==> src/rtl/io_responder.sv <==
// MMIO I/O-space slave: LED register, debounced switches with sticky change flag, optional microsecond timer (`TIMER_EN).
// Latency: reads combinational, writes commit next edge; switch_in -> SW read 2+DEBOUNCE_CYCLES cycles.
// Backpressure: none, every IORead/IOWrite strobe is serviced in the cycle it is presented.
module io_responder #(
    parameter int SW_WIDTH        = 24,
    parameter int LED_WIDTH       = 24,
    parameter int DEBOUNCE_CYCLES = 100000,
    parameter int PRESCALE        = 100
) (
    input  logic                 clock,
    input  logic                 reset,
    input  logic                 IORead,
    input  logic                 IOWrite,
    input  logic [9:0]           addr_low,
    input  logic [31:0]          wdata,
    output logic [31:0]          rdata,
    input  logic [SW_WIDTH-1:0]  switch_in,
    output logic [LED_WIDTH-1:0] led_out
);
    localparam logic [9:0] ADDR_LED    = 10'h060;
    localparam logic [9:0] ADDR_SW     = 10'h070;
    localparam logic [9:0] ADDR_STATUS = 10'h074;
    localparam logic [9:0] ADDR_TCOUNT = 10'h080;
    localparam logic [9:0] ADDR_TCTRL  = 10'h084;

    localparam logic [0:0] ST_STABLE = 1'b0;
    localparam logic [0:0] ST_SETTLE = 1'b1;

    localparam int DCW = $clog2(DEBOUNCE_CYCLES);

    logic [SW_WIDTH-1:0] sync1, sync2, debounced, candidate;
    logic [0:0]          db_state;
    logic [DCW-1:0]      db_cnt;
    logic                sw_changed;
    logic                status_rd;
    logic                led_wr;
    logic                wdata_unused;

    assign status_rd    = IORead && (addr_low == ADDR_STATUS);
    assign led_wr       = IOWrite && (addr_low == ADDR_LED);
    assign wdata_unused = ^wdata;

    always_ff @(posedge clock) begin
        if (reset) begin
            led_out <= '0;
        end else if (led_wr) begin
            led_out <= wdata[LED_WIDTH-1:0];
        end
    end

    always_ff @(posedge clock) begin
        if (reset) begin
            sync1 <= '0;
            sync2 <= '0;
        end else begin
            sync1 <= switch_in;
            sync2 <= sync1;
        end
    end

    // A candidate is accepted on the edge its stable run reaches DEBOUNCE_CYCLES samples,
    // i.e. when the counter would step to DEBOUNCE_CYCLES-1. A new set overrides a read-clear.
    always_ff @(posedge clock) begin
        if (reset) begin
            db_state   <= ST_STABLE;
            db_cnt     <= '0;
            candidate  <= '0;
            debounced  <= '0;
            sw_changed <= 1'b0;
        end else begin
            if (status_rd) begin
                sw_changed <= 1'b0;
            end
            case (db_state)
                ST_STABLE: begin
                    if (sync2 != debounced) begin
                        db_state  <= ST_SETTLE;
                        candidate <= sync2;
                        db_cnt    <= '0;
                    end
                end
                ST_SETTLE: begin
                    if (sync2 == debounced) begin
                        db_state <= ST_STABLE;
                    end else if (sync2 != candidate) begin
                        candidate <= sync2;
                        db_cnt    <= '0;
                    end else if (db_cnt == DCW'(DEBOUNCE_CYCLES - 2)) begin
                        debounced  <= candidate;
                        sw_changed <= 1'b1;
                        db_state   <= ST_STABLE;
                    end else begin
                        db_cnt <= db_cnt + DCW'(1);
                    end
                end
                default: db_state <= ST_STABLE;
            endcase
        end
    end

`ifdef TIMER_EN
    localparam int PW = (PRESCALE > 1) ? $clog2(PRESCALE) : 1;

    logic [31:0]   t_count;
    logic [PW-1:0] t_pre;
    logic          t_run;

    always_ff @(posedge clock) begin
        if (reset) begin
            t_count <= '0;
            t_pre   <= '0;
            t_run   <= 1'b0;
        end else begin
            if (IOWrite && (addr_low == ADDR_TCTRL)) begin
                t_run <= wdata[0];
            end
            if (IOWrite && (addr_low == ADDR_TCOUNT)) begin
                t_count <= wdata;
                t_pre   <= '0;
            end else if (t_run) begin
                if (t_pre == PW'(PRESCALE - 1)) begin
                    t_pre   <= '0;
                    t_count <= t_count + 32'd1;
                end else begin
                    t_pre <= t_pre + PW'(1);
                end
            end
        end
    end
`endif

    always_comb begin
        rdata = '0;
        if (IORead) begin
            case (addr_low)
                ADDR_LED:    rdata = 32'(led_out);
                ADDR_SW:     rdata = 32'(debounced);
                ADDR_STATUS: rdata = {31'b0, sw_changed};
`ifdef TIMER_EN
                ADDR_TCOUNT: rdata = t_count;
                ADDR_TCTRL:  rdata = {31'b0, t_run};
`endif
                default:     rdata = '0;
            endcase
        end
    end
endmodule

==> config.mk <==
export PLATFORM = sky130hd
export DESIGN_NAME = io_responder
export DESIGN_NICKNAME = d
export VERILOG_FILES = /design/src/rtl/io_responder.sv
export SDC_FILE = /design/constraint.sdc
export NUM_CORES = 1
export LEC_CHECK = 0
export BUFFER_PORTS_ARGS = -buffer_cell sky130_fd_sc_hd__buf_4
export CAP_MARGIN = 20
export CELL_PAD_IN_SITES_DETAIL_PLACEMENT = 1
export CELL_PAD_IN_SITES_GLOBAL_PLACEMENT = 2
export CORE_MARGIN = 2
export CORE_UTILIZATION = 29
export CTS_CLUSTER_DIAMETER = 100
export DETAILED_ROUTE_END_ITERATION = 6
export HOLD_SLACK_MARGIN = 0.15
export PLACE_DENSITY_LB_ADDON = 0.05
export SLEW_MARGIN = 20
export SYNTH_ARGS = -nofsm -noshare
export SYNTH_HDL_FRONTEND = slang
export SYNTH_SLANG_ARGS = --single-unit
export TNS_END_PERCENT = 1
==> constraint.sdc <==
create_clock -name clock -period 1.8 [get_ports clock]
set_input_delay 0.09 -clock clock [delete_from_list [all_inputs] [get_ports clock]]
set_output_delay 0.09 -clock clock [all_outputs]
set_load 0.05 [all_outputs]
==> flow_summary.ini <==
[clock_network]
clk_pin_slew_ns = 0.06
cts_buffer_depth = 2
clk_latency_ns = 0.43
cts_buffers = 17
cts_tree = yes
root_buffer = clkbuf_16
cts.sinks = 139
htree_levels = 4

[die]
start_util_pct = 29.45
die_h_um = 149.7
core_area_mm2 = 0.02089
dieWidth_um = 149.7
placementRows = 53
die-area_mm2 = 0.02240
pin_count = 126

[synth]
synth.most_common_cell = dfxtp_1
yosys_warnings = 0
synth.avg_cell_area_um2 = 8.393
synth_cell_types = 41
synth_area_leaders = dfxtp_1, a21oi_1, nor2b_1, xor2_1, nand4_1
synth_seq_cells = 139
ys_dominant_reg_cell = dfxtp_1
ys_seq_area_share_pct = 45.23
syn-cell-area_mm2 = 0.006152
netlist_instances = 733
synth-edff-count = 0
yosysTopAreaCellShare_pct = 45.23
synthTopCellsByCount = dfxtp_1, a21oi_1, nand2_1, nor2b_1, clkbuf_1
synth_top_area_cell = dfxtp_1
synthArstFlopShare_pct = 0

[outcome]
status = complete, but fails checks
failed_checks = setup timing

[finish]
finalInstanceArea_mm2 = 0.009971
syn_to_final_growth_pct = 62.07
diodes = 0
utilization_pct = 47.73
fin_nets = 1081
final.fill_count = 2406
drive_gt1_share_pct = 33.50

[detailed_routing]
wl_per_cell_um = 18.28
firstDrtPassIters = 4
avgViaCountPerCell = 4.997
antenna_left = 0
finalWirelength_um = 23690
remaining_drc_errors = 0
vias = 6476
drtIter0Drc = 288

[timing]
setup_viol = 67
slew_viol_final = 0
finalWorstSetupSlack_ns = -0.2352
fin_crit_ns = 2.035
setup_tns_ns = -12.45
finalHoldViolations = 0
period_share_pct = 113.1
rsz0062_at_grt = true
clock_skew_ns = 0.009242
fmax_mhz = 491.4

[pwr]
peakVddDrop_mv = 0.6469
power_mw = 7.545
leakagePower_nw = 3.995
pwr_density_cell_mw_per_mm2 = 756.8

[run]
cap_violations = 0

[global_routing]
antenna_found_initial = 0
grt_pass1_vias = 6626
grt_pass1_wl_um = 36050
grt-ovfl-total = 0
track_usage_pct = 20.72
grt_max_degree = 62

[setup_path]
start_kind = flip-flop
crit_start = sync2[11]
r2r_slack_ns = -0.24
r2r_start = sync2[11]
path_class = flip-flop to flip-flop
crit_arrival_ns = 2.34
endpoint_kind = flip-flop
required_ns = 2.10
worstPathMaxFanout = 8

[placed_design]
post_dp_cell_area_mm2 = 0.008129
portBuffers = 109
detailed_place_hpwl_um = 15940
place_ws_ns = -0.4018
place.gp.congestion = 0.8076

[worst_hold_path]
hp-class = input port to flip-flop
holdCritStartpoint = IOWrite
[metrics by stage]
step	hold slack (ns)	std cells
after floorplan	0.2182	740
after global placement	0.3033	1175
after detailed placement	0.3086	1175
after CTS	0.1538	1290
after global routing	0.1837	1296
final	0.1718	1296
[layout make-up]
type                            count  area, um2  share of cell area, %
Multi-Input combinational cell    530       3359                  33.69
Tap cell                          275      344.1                  3.451
Inverter                            2      7.507                0.07529
Timing Repair Buffer              319       2863                  28.71
Sequential cell                   139       2801                  28.10
Clock inverter                     13      156.4                  1.569
Clock buffer                       18      439.2                  4.405
[state kept, by name (all words and copies together), names as in the netlist]
name and flops:
led_out 24, db_state 1, candidate 24, sync1 24, sync2 24, debounced 24
sw_changed 1, db_cnt 17
[path summary, 6_finish.rpt]
path	end	depth (start not counted)
max	debounced[2]	9
min	led_out[19]	5
max reg2reg	debounced[2]	9
min reg2reg	sync2[22]	1
[layout by cell type (no fill, tap or decap), drive strengths merged, types with 3 or more instances in the layout]
cell type / count
nor4b: 5
inv: 8
or4: 3
nor3: 16
nor2: 34
conb: 8
and2: 4
buf: 234
and3: 7
a21oi: 86
o31ai: 24
nor2b: 57
a22oi: 23
clkbuf: 21
dfxtp: 139
nand4: 41
xnor2: 17
clkinv: 3
nand2b: 3
o21ai: 38
nand2: 65
dlygate4sd3: 82
nand3: 33
nor4: 16
xor2: 31
[kinds of logic after synthesis]
family / synth area share [%]
buf+inv: 4.983
compound gates: 16.80
xor+xnor: 6.833
flops: 45.23
fa+ha+maj: 0.4067
other cells: 0.06095
mux: 0.1627
simple gates: 25.52
[routing by layer]
| metal | share of wire, % | global-route usage, % | vias to the layer above |
|---|---|---|---|
| li1 | - | - | 3141 |
| met1 | 45 | 27.68 | 3134 |
| met2 | 48 | 34.15 | 180 |
| met3 | 5.1 | 3.872 | 21 |
| met4 | 1.2 | 5.991 | 0 |
| met5 | 0 | 0 | - |
[critical path, stage by stage (launching register included)]
cell and delay, ns:
dfxtp_2 0.34, buf_6 0.13, xnor2_4 0.17, nand4_1 0.19
nor4_2 0.29, buf_4 0.17, nand3_4 0.17, buf_16 0.22
nand4_1 0.14, a21oi_1 0.09
[power by group]
group	switching, mW	leakage, nW	internal, mW	total (mW)
clock network	1.47	0.286	2.10	3.58
logic	0.359	2.57	0.408	0.767
registers	0.0522	1.14	3.15	3.20
total	1.88	4.00	5.66	7.55
[timing repair]
item                                    in CTS  in global routing
hold buffers                                82                  0
setup buffers                                1                  2
endpoints found under the setup margin      67                102
resized for setup                           34                 38
endpoints found under the hold margin       51                  0
gates cloned                                 1                  4
pin swaps                                   10                 39
(Power assumes the default switching activity.)
